$ cat src/rtl/div.sv
// Multi-cycle restoring radix-2 divider for DIV/DIVU: one quotient bit per clock,
// result returned as {remainder, quotient} with remainder taking the dividend's sign.
module div #(
    parameter int DATA_W = 32
) (
    input  logic                clk,
    input  logic                rst,
    input  logic                signed_div_i,
    input  logic [DATA_W-1:0]   opdata1_i,
    input  logic [DATA_W-1:0]   opdata2_i,
    input  logic                start_i,
    input  logic                annul_i,
    output logic [2*DATA_W-1:0] result_o,
    output logic                ready_o
);

    localparam int CNT_W = $clog2(DATA_W) + 1;

    typedef enum logic [1:0] {
        S_FREE,
        S_BYZERO,
        S_ON,
        S_END
    } state_t;

    state_t              state, state_d;
    logic [CNT_W-1:0]    cnt, cnt_d;
    logic [2*DATA_W:0]   work, work_d;
    logic [DATA_W-1:0]   divisor, divisor_d;
    logic                sign1, sign1_d;
    logic                sign2, sign2_d;
    logic                sgn, sgn_d;
    logic [2*DATA_W-1:0] result_d;
    logic                ready_d;

    logic [DATA_W-1:0]   abs1, abs2;
    logic [DATA_W:0]     diff;
    logic [DATA_W-1:0]   quo, rem;

    // Magnitudes are taken at start; all iterations then run unsigned.
    assign abs1 = (signed_div_i && opdata1_i[DATA_W-1]) ? -opdata1_i : opdata1_i;
    assign abs2 = (signed_div_i && opdata2_i[DATA_W-1]) ? -opdata2_i : opdata2_i;

    // Upper W+1 bits hold twice the partial remainder plus the next dividend bit,
    // so diff's top bit is a reliable borrow even for divisors above 2^(W-1).
    assign diff = work[2*DATA_W:DATA_W] - {1'b0, divisor};
    assign quo  = work[DATA_W-1:0];
    assign rem  = work[2*DATA_W:DATA_W+1];

    always_comb begin
        state_d   = state;
        cnt_d     = cnt;
        work_d    = work;
        divisor_d = divisor;
        sign1_d   = sign1;
        sign2_d   = sign2;
        sgn_d     = sgn;
        result_d  = result_o;
        ready_d   = ready_o;

        case (state)
            S_FREE: begin
                ready_d  = 1'b0;
                result_d = '0;
                if (start_i && !annul_i) begin
                    sign1_d = opdata1_i[DATA_W-1];
                    sign2_d = opdata2_i[DATA_W-1];
                    sgn_d   = signed_div_i;
                    if (opdata2_i == '0) begin
                        state_d = S_BYZERO;
                    end else begin
                        state_d   = S_ON;
                        divisor_d = abs2;
                        work_d    = {{DATA_W{1'b0}}, abs1, 1'b0};
                        cnt_d     = '0;
                    end
                end
            end
            S_BYZERO: begin
                if (annul_i) begin
                    state_d = S_FREE;
                end else begin
                    state_d  = S_END;
                    result_d = '0;
                    ready_d  = 1'b1;
                end
            end
            S_ON: begin
                if (annul_i) begin
                    state_d  = S_FREE;
                    result_d = '0;
                    ready_d  = 1'b0;
                end else if (cnt != CNT_W'(DATA_W)) begin
                    if (diff[DATA_W]) begin
                        work_d = work << 1;
                    end else begin
                        work_d = {diff[DATA_W-1:0], work[DATA_W-1:0], 1'b1};
                    end
                    cnt_d = cnt + 1'b1;
                end else begin
                    // Quotient sign is the XOR of operand signs; remainder follows the dividend.
                    result_d = {(sgn && sign1) ? -rem : rem,
                                (sgn && (sign1 ^ sign2)) ? -quo : quo};
                    ready_d  = 1'b1;
                    state_d  = S_END;
                end
            end
            S_END: begin
                if (!start_i) begin
                    state_d  = S_FREE;
                    result_d = '0;
                    ready_d  = 1'b0;
                end
            end
            default: begin
                state_d  = S_FREE;
                result_d = '0;
                ready_d  = 1'b0;
            end
        endcase
    end

    always_ff @(posedge clk) begin
        if (rst) begin
            state    <= S_FREE;
            cnt      <= '0;
            work     <= '0;
            divisor  <= '0;
            sign1    <= 1'b0;
            sign2    <= 1'b0;
            sgn      <= 1'b0;
            result_o <= '0;
            ready_o  <= 1'b0;
        end else begin
            state    <= state_d;
            cnt      <= cnt_d;
            work     <= work_d;
            divisor  <= divisor_d;
            sign1    <= sign1_d;
            sign2    <= sign2_d;
            sgn      <= sgn_d;
            result_o <= result_d;
            ready_o  <= ready_d;
        end
    end

endmodule
$ cat config.mk
export PLATFORM = sky130hd
export DESIGN_NAME = div
export DESIGN_NICKNAME = d
export VERILOG_FILES = /design/src/rtl/div.sv
export SDC_FILE = /design/constraint.sdc
export NUM_CORES = 1
export LEC_CHECK = 0
export CAP_MARGIN = 10
export CORE_MARGIN = 2
export CORE_UTILIZATION = 40
export CTS_CLUSTER_SIZE = 30
export DETAILED_ROUTE_END_ITERATION = 10
export MAX_ROUTING_LAYER = met4
export SLEW_MARGIN = 20
export SYNTH_ARGS = -nofsm -noshare
export SYNTH_HDL_FRONTEND = slang
export SYNTH_SLANG_ARGS = --single-unit
$ cat constraint.sdc
create_clock -name clk -period 3.55 [get_ports clk]
set_clock_uncertainty 0.1 [all_clocks]
set_input_delay 0.71 -clock clk [delete_from_list [all_inputs] [get_ports clk]]
set_output_delay 0.71 -clock clk [all_outputs]
set_load 0.01 [all_outputs]
# After elaboration in Yosys (flattened, before gate mapping)

Cells that the tools add are included.
W data, S select, Z words.

Bits in registers: 173
Logic and storage cells: 74
Input port bits: 69

Add/subtract/negate cells: 6
Bitwise gates (word level): 2
Multiplexer cells: 32
Reduce and logical (&&, ||, !) cells: 14
Equal/unequal tests: 11

Operators with widths:

| operator              | count |
|---|---|
| $mux W65              | 5 |
| $mux W64              | 4 |
| $pmux W64 S4          | 1 |
| $pmux W65 S2          | 1 |
| $mux W32              | 4 |
| $neg A32 Y32          | 4 |
| $sub A33 B32 Y33      | 1 |
| $logic_not A32 Y1     | 1 |
| $mux W6               | 4 |
| $mux W2               | 6 |
| $ne A2 B2 Y1 const B  | 6 |
| $pmux W6 S2           | 1 |
| $reduce_and A3 Y1     | 3 |
| $pmux W2 S4           | 1 |
| $add A6 B1 Y6 const B | 1 |
| $ne A6 B6 Y1 const B  | 1 |
| $logic_and A1 B1 Y1   | 5 |
| $reduce_and A5 Y1     | 1 |
| $eq A2 B2 Y1 const B  | 2 |
| $mux W1               | 4 |
| $pmux W1 S4           | 1 |
| $ne A3 B3 Y1 const B  | 1 |
| $eq A2 B1 Y1 const B  | 1 |
| $logic_not A2 Y1      | 1 |
| other kinds (5)       | 5 |

# Depth between registers and ports, before layout

Gate-level depths: netlist (run 1).

Word-level depth: 6
Gate-level depth with buffers: 13
Depth with buffers taken out: 12

# Least setup slack after synthesis (run 1)

No wires, ideal clock.

Path type: input port to flip-flop
From: input port opdata2_i[19]
To: register cnt[2]
Buffers on the path: 2
Library setup time: 0.114 ns
Setup slack: 0.155 ns
Cell stages on the path: 11
Arrival time: 3.181 ns
Cell sequence: or3_1 > or4_4 > or4b_4 > nor4_4 > nor2_2 > o21a_1 > buf_6 > buf_6 > nand2_1 > xor2_1 > nor2_1

Word-level cells in the longest chain between the ends: 3

Ends and longest elaborated chain:

| what                               | RTL line | text |
|---|---|---|
| start: declaration                 | 10       | `input logic [DATA_W-1:0] opdata2_i,` |
| $logic_not A32 Y1                  | 69       | `if (opdata2_i == '0) begin` |
| $ne A2 B2 Y1 (no source line)      | n/a      |  |
| $reduce_and A5 Y1 (no source line) | n/a      |  |
| end signal: assignment             | 136      | `cnt <= cnt_d;` |
| end: declaration                   | 27       | `logic [CNT_W-1:0] cnt, cnt_d;` |

Every way passes these cells.
A chain may end at the register's enable or synchronous reset.

# Worst setup path after layout (run 1)

From: input port opdata2_i[19]
To: register work[32]

Word-level cells in the longest chain between the ends: 3

Ends and longest elaborated chain:

| what                               | RTL line | text |
|---|---|---|
| $logic_not A32 Y1                  | 69       |  |
| $ne A2 B2 Y1 (no source line)      | n/a      |  |
| $reduce_and A5 Y1 (no source line) | n/a      |  |
| end signal: assignment             | 137      | `work <= work_d;` |
| end: declaration                   | 28       | `logic [2*DATA_W:0] work, work_d;` |

Every way passes these cells.

==> impl_metrics.ini, run 1 <==
[hold_path]
hold_class = reg -> reg
worstHoldStart = divisor[22]$_SDFFE_PP0P_
min_to = divisor[22]$_SDFFE_PP0P_
hold_depth = 2

[status]
status = finished clean

[routing]
dr.pass1.iters = 5
ant_nets = 0
viasPerCell = 5.33
drc = 0
routed_wl_mm = 30.8
via_count = 10400
drt_iter0_drc = 890
post_drt_wl_per_cell_um = 15.8

[sta]
tightest_slew_ns = 1.07
fin_crit_ns = 3.39
rsz0062_at_grt = false
fmax_ghz = 0.295
hold_viol_final = 0
setup_viol = 0
maxSlewViolCount = 0
finalCritPeriodShare_pct = 95.5
slew_headroom_pct = 28.2
timing.setup.tns_ns = 0
whs_ns = 0.361

[layout]
drive_above_1_share_pct = 10.2
instances_no_fill = 1955
fin_area_um2 = 13900
layout_common_cells = nand2_1, nor2_1, dfxtp_1, clkdlybuf4s50_1, o21ai_0
diodes = 0
area_growth_pct = 27.4
layout_commonest_cell = nand2_1
nets = 1714

[setup_path]
rr_worst_depth = 9
crit_arrival_ns = 3.64
rrSetupSlack_ns = 0.17
cp_max_fo = 17
path_buf_inv = 3
critPathSlowestCell = or4b_4
critical_path.cell_chain = clkdlybuf4s50_1 > or3_1 > or4_4 > or4b_4 > nor4_4 > nor2_2 > buf_4 > o21ai_4 > buf_12 > a221oi_1 > a211oi_1
critPathMaxStageDelay_ns = 0.54
critPathCaptureType = flip-flop
criticalPathCategory = in -> reg
cp_num_cells = 11
required_ns = 3.80
reg2reg_from = work[2]$_SDFFE_PP0P_
start_kind = input port
crit_family = simple AND/OR/NAND/NOR gates
r2r-end = result_o[30]$_SDFFE_PP0P_

[place]
port_buffers = 133
dpl.hpwl_mm = 23.6
place.gp.congestion = 0.898
dp.cells = 1922
placed_area_um2 = 13300

[pwr]
total_power_mw = 6.80
powerDensity_nw_per_um2 = 488
power.leakage_nw = 5.53
vdd_ir_drop_max_mv = 0.281

[floorplan]
start_util_pct = 40.7
die-area_um2 = 28700
rows = 60
chipHeight_um = 169
core_area_um2 = 26900
ioPinCount = 134
die_w_um = 169

[logic_synthesis]
synth.distinct_cells = 70
netlist_area_um2 = 10900
yosys_warnings = 0
synth_ff_type = dfxtp_1
syn_inst = 1416
synthArstFlopShare_pct = 0
syn_nets = 1529
synth_enable_flop_cells = 0
synth.avg_cell_area_um2 = 7.73
ys_seq_area_share_pct = 31.7
synth-seq-cells = 173

[clocking]
post_cts_buffers = 0
cts_tree = built
cts.path.max_buffers = 2
numCtsBuffers = 17
clkTransAtPathRegs_ns = 0.07
clock-sinks = 173
ctsResizeCount = 0
clock_latency_ns = 0.44
htreeDepth = 4
root_buffer = clkbuf_16
ctsHoldBuffers = 0

[global_route]
overflow = 0
grt_pass1_wl_mm = 49.4
grt_antenna_before_repair = 0
grt_use_total_pct = 21.8
grt_pass1_vias = 9497
grt_start_max_net_pins = 64

[flow_run]
max_cap_viol_count = 0
-- area by class of cell --
cell class                      count  area [µm²]
Multi-Input combinational cell   1119        6990
Inverter                           50         188
Clock buffer                       17         425
Tap cell                          341         427
Clock inverter                     15         173
Sequential cell                   173        3460
Fill cell                        2606       12900
Timing Repair Buffer              240        2270
-- sequential cells by signal (all words and copies together), names as in the netlist --
name	count
sgn	1
cnt	6
sign1	1
divisor	32
result_o	64
ready_o	1
sign2	1
state	2
work	65
-- kinds of logic after synthesis --
logic type	synth area share, %
adders and majority gates	5.10
xor gates and xnor gates	11.8
muxes	3.51
buffers and inverters	4.78
AOI/OAI and AO/OA	22.6
and+or+nand+nor	20.6
DFF	31.7
-- synthesized netlist by cell type, types with 4 or more instances --
cell type / instances / area, µm²
nand2_1: 184 / 691
nor2_1: 178 / 668
dfxtp_1: 173 / 3460
o21ai_0: 104 / 521
a21oi_1: 100 / 500
xnor2_1: 80 / 701
xor2_1: 68 / 596
a22oi_1: 53 / 398
clkbuf_1: 50 / 188
inv_1: 50 / 188
ha_1: 43 / 538
mux2i_1: 35 / 350
a211oi_1: 31 / 233
nor3_1: 19 / 95.1
o31ai_1: 18 / 135
or4_1: 17 / 128
a21o_1: 15 / 113
or3_1: 14 / 87.6
o21ai_1: 13 / 65.1
a22o_1: 12 / 105
nand3_1: 12 / 60.1
nor4_1: 12 / 75.1
nand2b_1: 11 / 68.8
buf_2: 10 / 50.1
and3_1: 8 / 50.1
o41ai_1: 8 / 70.1
nor2b_1: 7 / 43.8
o211ai_1: 7 / 52.6
and2_1: 6 / 37.5
nand4_1: 6 / 37.5
buf_1: 5 / 18.8
buf_6: 5 / 56.3
a31oi_1: 4 / 25.0
-- per-stage QoR --
stage,setup WS [ns],util [%]
3_3_place_gp,-0.368,49.5
5_1_grt,0.0213,51.9
4_1_cts,0.0500,51.7
3_5_place_dp,-0.407,49.5
2_1_floorplan,0.155,-
6_report,0.160,51.9
-- where the power goes --
group,switching [mW],total (mW),internal (mW)
clock,0.949,1.91,0.957
combinational,1.48,2.58,1.09
sequential,0.206,2.32,2.11
total,2.64,6.80,4.16
-- layer usage --
layer  GRT usage [%]  up-vias  routed length [µm]
met4            5.05        0                 333
met5               -        -                   0
li1                -     5358                   -
met1            32.3     4756               16200
met3            4.08       23                1870
met2            30.5      292               12400
-- worst register-to-register path, stage by stage (launching register included) --
cell,delay (ns)
dfxtp_1,0.44
nor4_1,0.96
and2_1,0.30
nand2_1,0.14
o21ai_0,0.37
nand2_1,0.19
a21oi_1,0.28
o21ai_0,0.16
xor2_1,0.16
a22o_1,0.18
-- worst max path at each step --
| stage | slack, ns | endpoint | startpoint |
|---|---|---|---|
| 6_report | 0.16 | work[32]$_SDFFE_PP0P_ | opdata2_i[19] |
| 5_1_grt | 0.02 | work[32]$_SDFFE_PP0P_ | opdata2_i[19] |
| 3_3_place_gp | -0.37 | work[29]$_SDFFE_PP0P_ | opdata2_i[19] |
| 3_5_place_dp | -0.41 | work[27]$_SDFFE_PP0P_ | opdata2_i[19] |
| 2_1_floorplan | 0.15 | cnt[2]$_SDFFE_PP0P_ | opdata2_i[19] |
| 4_1_cts | 0.05 | work[27]$_SDFFE_PP0P_ | opdata2_i[19] |
No activity file was read; power rests on OpenSTA's default activity.
==> run 2, diff against run 1 <==
--- a/config.mk
+++ b/config.mk
@@ -7,10 +7,11 @@
 export LEC_CHECK = 0
 export CAP_MARGIN = 10
 export CORE_MARGIN = 2
-export CORE_UTILIZATION = 40
+export CORE_UTILIZATION = 45
 export CTS_CLUSTER_SIZE = 30
 export DETAILED_ROUTE_END_ITERATION = 10
 export MAX_ROUTING_LAYER = met4
+export PLACE_DENSITY = 0.69
 export SLEW_MARGIN = 20
 export SYNTH_ARGS = -nofsm -noshare
 export SYNTH_HDL_FRONTEND = slang
==> impl_metrics.ini, run 2 (same netlist as run 1, synthesis figures left out) <==
[layout]
multi_input_area_um2 = 6990
top_regs = work: 65 flops, result_o: 64 flops, divisor: 32 flops
fin_area_um2 = 13900
largest_reg_flops = 65
nets = 1714
diodes = 0
fillers = 2270
max_flop_register = work
layout_common_cells = nand2_1, nor2_1, dfxtp_1, clkdlybuf4s50_1, o21ai_0
register_area_um2 = 3460
layout_commonest_cell = nand2_1
area_growth_pct = 27.2
drive_above_1_share_pct = 10.2

[clocking]
htreeDepth = 4
clock-sinks = 173
cts.path.max_buffers = 2
clkTransAtPathRegs_ns = 0.07
clock_latency_ns = 0.43
root_buffer = clkbuf_16
numCtsBuffers = 17
cts_tree = built

[setup_path]
required_ns = 3.80
crit_arrival_ns = 3.69
critPathSlowestCell = or4b_4
critPathMaxStageDelay_ns = 0.54
critPathCaptureType = flip-flop
critPathCapture = work[19]$_SDFFE_PP0P_
critical_path.cell_chain = clkdlybuf4s50_1 > or3_1 > or4_4 > or4b_4 > nor4_4 > nor2_2 > buf_4 > o21ai_4 > buf_4 > buf_12 > nand2_1 > a21oi_1
rr_worst_depth = 13
crit_start = opdata2_i[19]
r2r-end = work[33]$_SDFFE_PP0P_
rrSetupSlack_ns = 0.18
cp_max_fo = 18
cp_num_cells = 12
criticalPathCategory = in -> reg
reg2reg_from = work[32]$_SDFFE_PP0P_
crit_family = simple AND/OR/NAND/NOR gates
cpMostUsedCell = buf_4
start_kind = input port
path_buf_inv = 4

[global_route]
grt_pass1_wl_mm = 48.8
grt_start_max_net_pins = 52
grt_use_total_pct = 23.7
overflow = 0
grt_antenna_before_repair = 0
grt_pass1_vias = 9756

[sta]
setup_viol = 0
maxSlewViolCount = 0
finalCritPeriodShare_pct = 96.7
slew_headroom_pct = 58.7
fin_crit_ns = 3.43
fmax_ghz = 0.291
hold_viol_final = 0
tightest_slew_ns = 0.612

[routing]
dr.pass1.iters = 5
viasPerCell = 5.47
ant_nets = 0
routed_wl_mm = 29.7
via_count = 10600
drc = 0
post_drt_wl_per_cell_um = 15.3
drt_iter0_drc = 717

[floorplan]
rows = 57
ioPinCount = 134
die_w_um = 160
chipHeight_um = 160
start_util_pct = 45.4
core_area_um2 = 24100
die-area_um2 = 25600

[hold_path]
hold_class = reg -> reg
hold_depth = 2

[pwr]
power.leakage_nw = 5.51
vdd_ir_drop_max_mv = 0.336
powerDensity_nw_per_um2 = 485
total_power_mw = 6.75

[flow_run]
max_cap_viol_count = 0

[place]
port_buffers = 133
dpl.hpwl_mm = 23.1
placed_area_um2 = 13300
place.gp.congestion = 0.953

[status]
status = finished clean
-- run 2: how the worst min path moves through the flow --
stage                                           to                     start  slack, ns
after floorplan           divisor[22]$_SDFFE_PP0P_  divisor[22]$_SDFFE_PP0P_       0.33
after global placement    divisor[31]$_SDFFE_PP0P_  divisor[31]$_SDFFE_PP0P_       0.34
after detailed placement  divisor[31]$_SDFFE_PP0P_  divisor[31]$_SDFFE_PP0P_       0.35
after CTS                 divisor[31]$_SDFFE_PP0P_  divisor[31]$_SDFFE_PP0P_       0.36
after global routing       divisor[3]$_SDFFE_PP0P_   divisor[3]$_SDFFE_PP0P_       0.39
final                     divisor[31]$_SDFFE_PP0P_  divisor[31]$_SDFFE_PP0P_       0.36
-- run 2: timing repair --
| action | in CTS | in global routing |
|---|---|---|
| gates resized for setup | 0 | 3 |
| buffers inserted | 0 | 1 |
| hold buffers | 0 | 0 |
| endpoints found under the setup margin | 0 | 44 |
-- run 2: layout make-up --
cell class                      instances  share of cell area, %
Sequential cell                       173                   24.9
Multi-Input combinational cell       1119                   50.2
Inverter                               50                   1.35
Tap cell                              324                   2.91
Clock inverter                         15                   1.11
Timing Repair Buffer                  240                   16.5
Clock buffer                           17                   3.06
-- run 2: per-layer routing --
metal | GRT usage, % | vias to the layer above | wire length [µm]
met4 | 5.45 | 0 | 342
met1 | 33.4 | 4913 | 14900
met5 | - | - | 0
met3 | 4.34 | 32 | 1790
li1 | - | 5362 | -
met2 | 35.4 | 293 | 12600
-- run 2: through the flow --
stage	TNS [ns]	hold slack [ns]	util, %	std cells	setup slack [ns]
floorplan	0	0.332	-	1416	0.155
global placement	-24.29	0.343	55.2	1905	-0.364
detailed placement	-28.57	0.351	55.2	1905	-0.414
CTS	0	0.360	57.7	1937	0.00484
global route	-0.0182	0.388	57.7	1938	-0.0102
finish	0	0.364	57.7	1938	0.117
-- run 2: report_power, final --
part	internal [mW]	switching [mW]
sequential	2.11	0.202
clock	0.995	0.874
combinational	1.12	1.45
total	4.23	2.52
-- run 2: tightest hold or removal path: stages (launching register included) --
cell	delay, ns
dfxtp_1	0.32
nand2_1	0.05
a21oi_1	0.05
